### config.mk
export PLATFORM = sky130hd
export DESIGN_NAME = car_lane_tracker
export DESIGN_NICKNAME = d
export VERILOG_FILES = /design/src/rtl/car_dash_pkg.sv /design/src/rtl/car_tick_timer.sv /design/src/rtl/car_lane_tracker.sv
export SDC_FILE = /design/constraint.sdc
export NUM_CORES = 1
export LEC_CHECK = 0
export ABC_CLOCK_PERIOD_IN_PS = 2800
export CORE_ASPECT_RATIO = 1.5
export CORE_MARGIN = 3
export CORE_UTILIZATION = 50
export CTS_BUF_LIST = sky130_fd_sc_hd__clkbuf_8
export DETAILED_ROUTE_END_ITERATION = 6
export PLACE_DENSITY = 0.71
export SLEW_MARGIN = 20
export SYNTH_ARGS = -nofsm -noshare
export SYNTH_HDL_FRONTEND = slang
export SYNTH_SLANG_ARGS = --single-unit
export TNS_END_PERCENT = 5
### constraint.sdc
create_clock -name clk -period 2.8 [get_ports clk]
set_input_delay 0.56 -clock clk [delete_from_list [all_inputs] [get_ports clk]]
set_output_delay 0.56 -clock clk [all_outputs]
set_load 0.01 [all_outputs]
### src/rtl/car_dash_pkg.sv
// Shared definitions for the Car_Dash game datapath.
//   - move_result encodings produced by the move/immunity evaluation stage
//   - default lane count
//   - lane tracker FSM state type
package car_dash_pkg;

  localparam logic [1:0] MOVE_NONE  = 2'b00;
  localparam logic [1:0] MOVE_LEFT  = 2'b10;  // position + 1
  localparam logic [1:0] MOVE_RIGHT = 2'b01;  // position - 1
  localparam logic [1:0] MOVE_CRASH = 2'b11;

  localparam int unsigned LANES = 6;

  typedef enum logic [1:0] {
    StRun,
    StWait,
    StOver
  } car_state_e;

endpackage

### src/rtl/car_tick_timer.sv
// Game tick pacing counter.
// Counts enabled cycles and raises a one-cycle registered eval strobe every TICK_CYCLES of them.
// Ports:
//   clk_i      system clock
//   rst_ni     synchronous active-low reset
//   enable_i   count this cycle
//   restart_i  hold the counter at zero (takes priority over enable_i)
//   tick_o     combinational: this edge wraps the counter
//   eval_o     registered strobe, high in the cycle after a wrap edge
module car_tick_timer #(
  parameter int unsigned TICK_CYCLES = 50_000_000
) (
  input  logic clk_i,
  input  logic rst_ni,
  input  logic enable_i,
  input  logic restart_i,
  output logic tick_o,
  output logic eval_o
);

  localparam int unsigned CntW = (TICK_CYCLES > 1) ? $clog2(TICK_CYCLES) : 1;
  localparam logic [CntW-1:0] CntMax = CntW'(TICK_CYCLES - 1);

  logic [CntW-1:0] cnt_q, cnt_d;
  logic            eval_q, eval_d;

  always_comb begin
    cnt_d  = cnt_q;
    tick_o = 1'b0;
    if (restart_i) begin
      cnt_d = '0;
    end else if (enable_i) begin
      if (cnt_q == CntMax) begin
        cnt_d  = '0;
        tick_o = 1'b1;
      end else begin
        cnt_d = cnt_q + 1'b1;
      end
    end
  end

  assign eval_d = tick_o;

  always_ff @(posedge clk_i) begin
    if (!rst_ni) begin
      cnt_q  <= '0;
      eval_q <= 1'b0;
    end else begin
      cnt_q  <= cnt_d;
      eval_q <= eval_d;
    end
  end

  assign eval_o = eval_q;

endmodule

### src/rtl/car_lane_tracker.sv
// Car_Dash lane tracker: paces game ticks, requests one move evaluation per tick, waits
// RESULT_LAT cycles, then commits move_result to lane position, lives and (optionally) score.
// Build option: define CAR_SCORE_EN to include the saturating score counter and score port.
// Ports:
//   clk          system clock
//   reset        synchronous active-low reset
//   enable       advance the tick counter while high
//   move_result  evaluation result: 00 none, 10 left (+1), 01 right (-1), 11 crash
//   eval         one-cycle strobe to the evaluation stage
//   position     current lane, zero-extended
//   lives        remaining lives
//   crash        one-cycle pulse on a committed crash
//   game_over    sticky, set when lives reach zero
//   score        committed safe ticks, saturating (CAR_SCORE_EN only)
module car_lane_tracker import car_dash_pkg::*; #(
  parameter int unsigned TICK_CYCLES = 50_000_000,
  parameter int unsigned RESULT_LAT  = 2,
  parameter int unsigned LANES       = car_dash_pkg::LANES,
  parameter int unsigned START_POS   = 2,
  parameter int unsigned START_LIVES = 3,
  parameter int unsigned SCORE_W     = 16
) (
  input  logic       clk,
  input  logic       reset,
  input  logic       enable,
  input  logic [1:0] move_result,
  output logic       eval,
  output logic [5:0] position,
  output logic [2:0] lives,
  output logic       crash,
  output logic       game_over
`ifdef CAR_SCORE_EN
  ,
  output logic [SCORE_W-1:0] score
`endif
);

  localparam int unsigned LatW = (RESULT_LAT > 0) ? $clog2(RESULT_LAT + 1) : 1;
  localparam logic [5:0] PosMax = 6'(LANES - 1);

  if (TICK_CYCLES < RESULT_LAT + 2) begin : g_chk_tick
    $error("TICK_CYCLES must be at least RESULT_LAT + 2");
  end
  if (LANES < 1 || LANES > 64 || START_POS >= LANES) begin : g_chk_lanes
    $error("LANES must be 1..64 and START_POS below LANES");
  end
  if (START_LIVES < 1 || START_LIVES > 7 || SCORE_W < 1) begin : g_chk_lives
    $error("START_LIVES must be 1..7 and SCORE_W at least 1");
  end

  car_state_e      state_q, state_d;
  logic [LatW-1:0] lat_q, lat_d;
  logic [5:0]      pos_q, pos_d;
  logic [2:0]      lives_q, lives_d;
  logic            crash_q, crash_d;
  logic            over_q, over_d;
  logic            tick;
`ifdef CAR_SCORE_EN
  logic [SCORE_W-1:0] score_q, score_d;
`endif

  // The counter is parked at zero outside RUN so the next tick is measured from the commit.
  car_tick_timer #(
    .TICK_CYCLES(TICK_CYCLES)
  ) u_tick_timer (
    .clk_i    (clk),
    .rst_ni   (reset),
    .enable_i (enable),
    .restart_i(state_q != StRun),
    .tick_o   (tick),
    .eval_o   (eval)
  );

  always_comb begin
    state_d = state_q;
    lat_d   = lat_q;
    pos_d   = pos_q;
    lives_d = lives_q;
    crash_d = 1'b0;
    over_d  = over_q;
`ifdef CAR_SCORE_EN
    score_d = score_q;
`endif
    unique case (state_q)
      StRun: begin
        if (tick) begin
          state_d = StWait;
          lat_d   = LatW'(RESULT_LAT);
        end
      end
      StWait: begin
        if (lat_q != '0) begin
          lat_d = lat_q - 1'b1;
        end else begin
          state_d = StRun;
          unique case (move_result)
            MOVE_LEFT:  if (pos_q < PosMax) pos_d = pos_q + 1'b1;
            MOVE_RIGHT: if (pos_q != '0) pos_d = pos_q - 1'b1;
            MOVE_CRASH: begin
              crash_d = 1'b1;
              if (lives_q != '0) lives_d = lives_q - 1'b1;
              if (lives_q <= 3'd1) begin
                over_d  = 1'b1;
                state_d = StOver;
              end
            end
            default: ;
          endcase
`ifdef CAR_SCORE_EN
          if (move_result != MOVE_CRASH && score_q != '1) score_d = score_q + 1'b1;
`endif
        end
      end
      StOver: ;
      default: state_d = StRun;
    endcase
  end

  always_ff @(posedge clk) begin
    if (!reset) begin
      state_q <= StRun;
      lat_q   <= '0;
      pos_q   <= 6'(START_POS);
      lives_q <= 3'(START_LIVES);
      crash_q <= 1'b0;
      over_q  <= 1'b0;
`ifdef CAR_SCORE_EN
      score_q <= '0;
`endif
    end else begin
      state_q <= state_d;
      lat_q   <= lat_d;
      pos_q   <= pos_d;
      lives_q <= lives_d;
      crash_q <= crash_d;
      over_q  <= over_d;
`ifdef CAR_SCORE_EN
      score_q <= score_d;
`endif
    end
  end

  assign position  = pos_q;
  assign lives     = lives_q;
  assign crash     = crash_q;
  assign game_over = over_q;
`ifdef CAR_SCORE_EN
  assign score     = score_q;
`endif

endmodule
; ---- Word-level counts from Yosys, hierarchy flattened
; Index checks and enable logic that the tools add are counted.
[word_totals]
output_inout_bits = 12
inputBits = 5
wordCells = 60
reg_bits = 42
[op_classes]
n_eq_ne = 11
n_mux = 16
reduce_logical = 14
add_sub_neg = 5
bitwise = 4
order_cmp = 2
[op_table]
columns = op, n
row1 = adder 26 x 1 -> 26 bit (second input constant), 1
row2 = equality test 26 bit (second input constant), 1
row3 = 2-to-1 mux 26 bit, 1
row4 = 2-to-1 mux 2 bit, 6
row5 = 2-to-1 mux 6 bit, 2
row6 = one-hot mux 6 bit (2 select lines), 1
row7 = != test 2 bit (second input constant), 5
row8 = AND reduction 4 bit, 2
row9 = nonzero test 2 bit, 4
row10 = adder 6 x 1 -> 6 bit (second input constant), 1
row11 = equality test 2 bit (second input constant), 3
row12 = less-than comparator 6 x 3 -> 1 bit (second input constant), 1
row13 = one-hot mux 2 bit (3 select lines), 1
row14 = AND reduction 3 bit, 2
row15 = nonzero test 6 bit, 1
row16 = subtractor 6 x 1 -> 6 bit (second input constant), 1
row17 = AND reduction 5 bit, 1
row18 = equality test 2 x 1 -> 1 bit (second input constant), 2
row19 = 2-to-1 mux 1 bit, 4
row20 = inverter 1 bit, 4
row21 = one-hot mux 2 bit (2 select lines), 1
row22 = less-or-equal comparator 3 x 1 -> 1 bit (second input constant), 1
row23 = nonzero test 3 bit, 1
row24 = OR reduction 3 bit, 1
row25 = 4 further kinds, 4

; ---- Logic depth before layout (Yosys ltp)
[logic_depth]
depth_word = 6
depth_mapped = 9
mapped_depth_nobuf = 8

; ---- Modules after synthesis
; Synthesis repeated with hierarchy kept, for this count alone.
[unflattened]
hier_cells = 275
area_unflattened_um2 = 2351.0
[by_module_without_submodules]
columns = mod, cells_per_inst, n_inst, area_each_um2, seq_area_each_um2
row1 = car_tick_timer, 151, 1, 1333.8, 540.5
row2 = car_lane_tracker, 124, 1, 1017.2, 300.3

; ---- Least setup slack after synthesis
; No wires, ideal clock.
[synth_timing]
kind = input to register
start = input move_result[1]
end = register pos_q[4] (netlist: position[4])
n_path_buf = 1
arrival_time_ps = 2133
path_slack_ps = 595
cell_stages = 9
required_time_ps = 2728
setup_ps = 72
path_cell_list = inv_1 -> ha_1 -> clkbuf_1 -> xor2_1 -> ha_1 -> a21oi_1 -> a32oi_1 -> a311oi_1 -> mux2i_1
[synth_between]
elab_chain_len = 3
word_cells_on_any_way = 7
cone_classes = eq/ne: 4 / mux: 1 / reduce/logical: 2
[synth_lines]
columns = item, line
row1 = "start, declared", car_lane_tracker.sv:26  ; input logic [1:0] move_result,
row2 = equality test 2 x 1 -> 1 bit or equality test 2 bit (tied branches), car_lane_tracker.sv:96  ; unique case (move_result)
row3 = != test 2 bit (no source line) or nonzero test 2 bit (tied branches), -
row4 = AND reduction 5 bit (no source line), -
row5 = "end signal, assigned", car_lane_tracker.sv:123  ; pos_q <= 6'(START_POS);
row6 = "end signal, assigned", car_lane_tracker.sv:133  ; pos_q <= pos_d;
row7 = "end, declared", car_lane_tracker.sv:53  ; logic [5:0] pos_q, pos_d;
; Several ways; a longest one is shown, not always the timed one.
; A chain may end at the register's enable or synchronous reset.

; ---- Worst setup path in the final report
[layout_timing]
start = input move_result[1]
end = register pos_q[2] (netlist: position[2])
; The elaborated chain is that of the path after synthesis.

==> summary.md <==
| Metric | Value |
|---|---|
| Status | finished clean |
| Final Max Tran Viols | 0 |
| First-pass GRT wire length | 8.245 mm |
| Drt wl/cell | 14.20 µm |
| Drt first-iter violations | 94 |
| Share of cells above drive strength 1 | 0.06643 |
| Starting Density | 0.5376 |
| Async S/R FF share, synth | 0 |
| Hold Fails Final Rpt | 0 |
| Gates resized, CTS repair | 0 |
| Min-delay worst type | flip-flop to flip-flop |
| YS warnings | 0 |
| Area Overhead vs Synth | 13.74% |
| Setup CP Type | input pin to flip-flop |
| Largest net degree at the start of global routing | 15 |
| Synth Register Bits | 42 |
| Max frequency | 418.5 MHz |
| Synth Flop Type | dfxtp_1 |
| CP Capture Type | flip-flop |
| Die width | 61.87 µm |
| Worst setup SP type | input pin |
| CP peak stage delay | 0.51 ns |
| Most frequent cells in the layout | 42 x dfxtp_1, 21 x nor2_1, 21 x a21oi_1 |
| Gpl congestion | 0.8311 |
| Synth Instances | 272 |
| Measured slew at the worst slew-check pin | 0.5803 ns |
| Remaining DRCs | 0 |
| Hpwl dp | 3.387 mm |
| CP required | 3.02 ns |
| Antenna violations before repair | 0 |
| Hold_sp | game_over |
| Vias | 2,009 |
| Drt via density | 6.051 |
| Critical R2R Launch | u_tick_timer.cnt_q[7] |
| Reg clk slew, reported paths | 0.09 ns |
| Fillers | 413 |
| Post-synth EDFFs | 0 |
| Sequential share of the synthesized area | 0.3592 |
| Syn_nets | 287 |
| Ant diodes | 0 |
| GRT Total Usage | 0.1867 |
| Synthesized cell area | 0.002341 mm² |
| Worst path slowest cell | clkdlybuf4s50_1 |
| Number of port buffers | 16 |
| Final cell count without fillers | 332 |
| Clock latency on the worst-skew pair | 0.30 ns |
| CTS tree | done |
| Aggregate global routing overflow | 0 |
| CP Cell Sequence | clkdlybuf4s50_1, inv_1, ha_1, xor2_1, ha_1, a21oi_1, xor2_1, or4_1, a21oi_1 |
| Clk root buf | clkbuf_8 |
| Chip Height | 89.80 µm |
| Post-layout util | 0.6115 |
| First-pass DRT Iterations | 4 |
| PD cells | 465.8 mW/mm² |
| Fin nets | 300 |
| Max-Cap Viols | 0 |
| Clock H-tree levels | 2 |
| CTS sink cnt | 42 |
| Vias in the first global route | 1,888 |
| Hold Path Stages | 1 |
| Syn_area_per_cell | 8.607 µm² |
| Post-route setup TNS | 0 ns |
| Rows | 29 |
| Slew Limit Headroom | 0.6123 |
| Min Tclk post-route | 2.390 ns |
| I/O pin cnt | 17 |
| Core area | 0.004354 mm² |
| Leak | 0.0009392 µW |
| Critical Path Start | move_result[1] |
| Commonest non-fill, non-tap cell in the layout | dfxtp_1 |
| Clock buffer count from CTS | 5 |
| VDD IR max | 398.9 µV |
| CP Max Fanout | 3 |
| Die area | 0.005556 mm² |
| RSZ-0062 raised after global routing | false |
| Setup violations, final | 0 |
| CP arrival | 2.61 ns |
| Fin crit share | 0.8534 |
| Clock skew | 0.01269 ns |
| Hold Buf Count CTS | 0 |
| Worst R2R Path Depth | 4 |
| DRT antenna net count | 0 |
| Routed wire length | 4.716 mm |
| Post-CTS setup buffers | 0 |
| Longest Clk Path Bufs | 2 |
| Synth cell types | 49 |
| DP Cell Count | 324 |
==> per-layer routing <==
metal	track usage	wire, µm
met1	0.2191	2077
met2	0.3191	2434
met3	0.03438	109
met4	0.07257	94
met5	0	0
==> report_power, final <==
group          switching [µW]  internal [µW]
Sequential               2.36            600
Combinational            28.4           22.8
Clock                     206            380
==> through the flow <==
stage,hold WS [ns],total power (µW),cell area (µm²),worst slack [ns]
floorplan,0.4504,647.6,2341,0.5951
global placement,0.4535,666.4,2520,0.1864
detailed placement,0.4528,667.6,2520,0.1393
CTS,0.4739,1257,2663,0.4184
global route,0.5139,1284,2663,0.2256
finish,0.4671,1240,2663,0.4104
==> state kept, by name, summed over array words and instances (netlist names) <==
name / count
u_tick_timer.cnt_q: 26
position: 6
lives: 3
lat_q: 2
state_q: 2
crash: 1
game_over: 1
u_tick_timer.eval_o: 1
==> layout make-up <==
| type | count | area, µm² | area share |
|---|---|---|---|
| clock buffers | 6 | 82.58 | 0.03102 |
| clock inverters | 2 | 60.06 | 0.02256 |
| inverters | 10 | 37.54 | 0.01410 |
| multi-input cells | 204 | 1379 | 0.5179 |
| flip-flops and latches | 42 | 840.8 | 0.3158 |
| well taps | 46 | 57.56 | 0.02162 |
| repair buffers | 22 | 205.2 | 0.07707 |
==> worst max-delay path: cells and delay by family <==
kind	cells	cell delay, ns
AND/OR/NAND/NOR	1	0.41
adder cells (fa/ha/maj)	2	0.40
AO/OA/AOI/OAI	2	0.38
buffers and inverters	2	0.58
XOR/XNOR	2	0.29
==> Yosys cell counts, types with 2 or more instances <==
library cell	count	share of area
dfxtp_1	42	0.36
a21oi_1	21	0.045
nor2_1	21	0.034
nand2_1	18	0.029
o21ai_0	15	0.032
xor2_1	11	0.041
buf_2	10	0.021
ha_1	10	0.053
inv_1	10	0.016
nand3_1	9	0.019
nand4_1	9	0.024
o31ai_1	7	0.022
or3_1	6	0.016
xnor2_1	6	0.022
and4_1	5	0.019
nand2b_1	5	0.013
nor3_1	5	0.011
or4_1	5	0.016
and3_1	4	0.011
clkbuf_1	4	0.0064
mux2i_1	4	0.017
nand4bb_1	4	0.019
a211oi_1	3	0.0096
nor2b_1	3	0.0080
nor3b_1	3	0.0096
and3b_1	2	0.0075
nand3_2	2	0.0086
nand4b_1	2	0.0075
nor4_1	2	0.0053
nor4b_1	2	0.0075
nor4bb_1	2	0.0086
o21a_1	2	0.0064
o311ai_0	2	0.0075
==> logic make-up (layout without fill, tap and decap cells) <==
family / after synthesis / after routing / synth area share
adder cells (fa/ha/maj): 10 / 10 / 0.05345
flip-flops: 42 / 42 / 0.3592
buffers and inverters: 26 / 40 / 0.05185
AO/OA/AOI/OAI: 58 / 58 / 0.1529
XOR/XNOR: 17 / 17 / 0.06360
AND/OR/NAND/NOR: 115 / 115 / 0.3020
multiplexers: 4 / 4 / 0.01710
==> path summary, 6_finish.rpt <==
| check | end | slack [ns] |
|---|---|---|
| worst max-delay path | position[2] | 0.41 |
| worst min-delay path | game_over | 0.47 |
| worst max register to register | u_tick_timer.cnt_q[25] | 0.90 |
| worst min register to register | game_over | 0.47 |
Power figures use the tool's default switching activity.
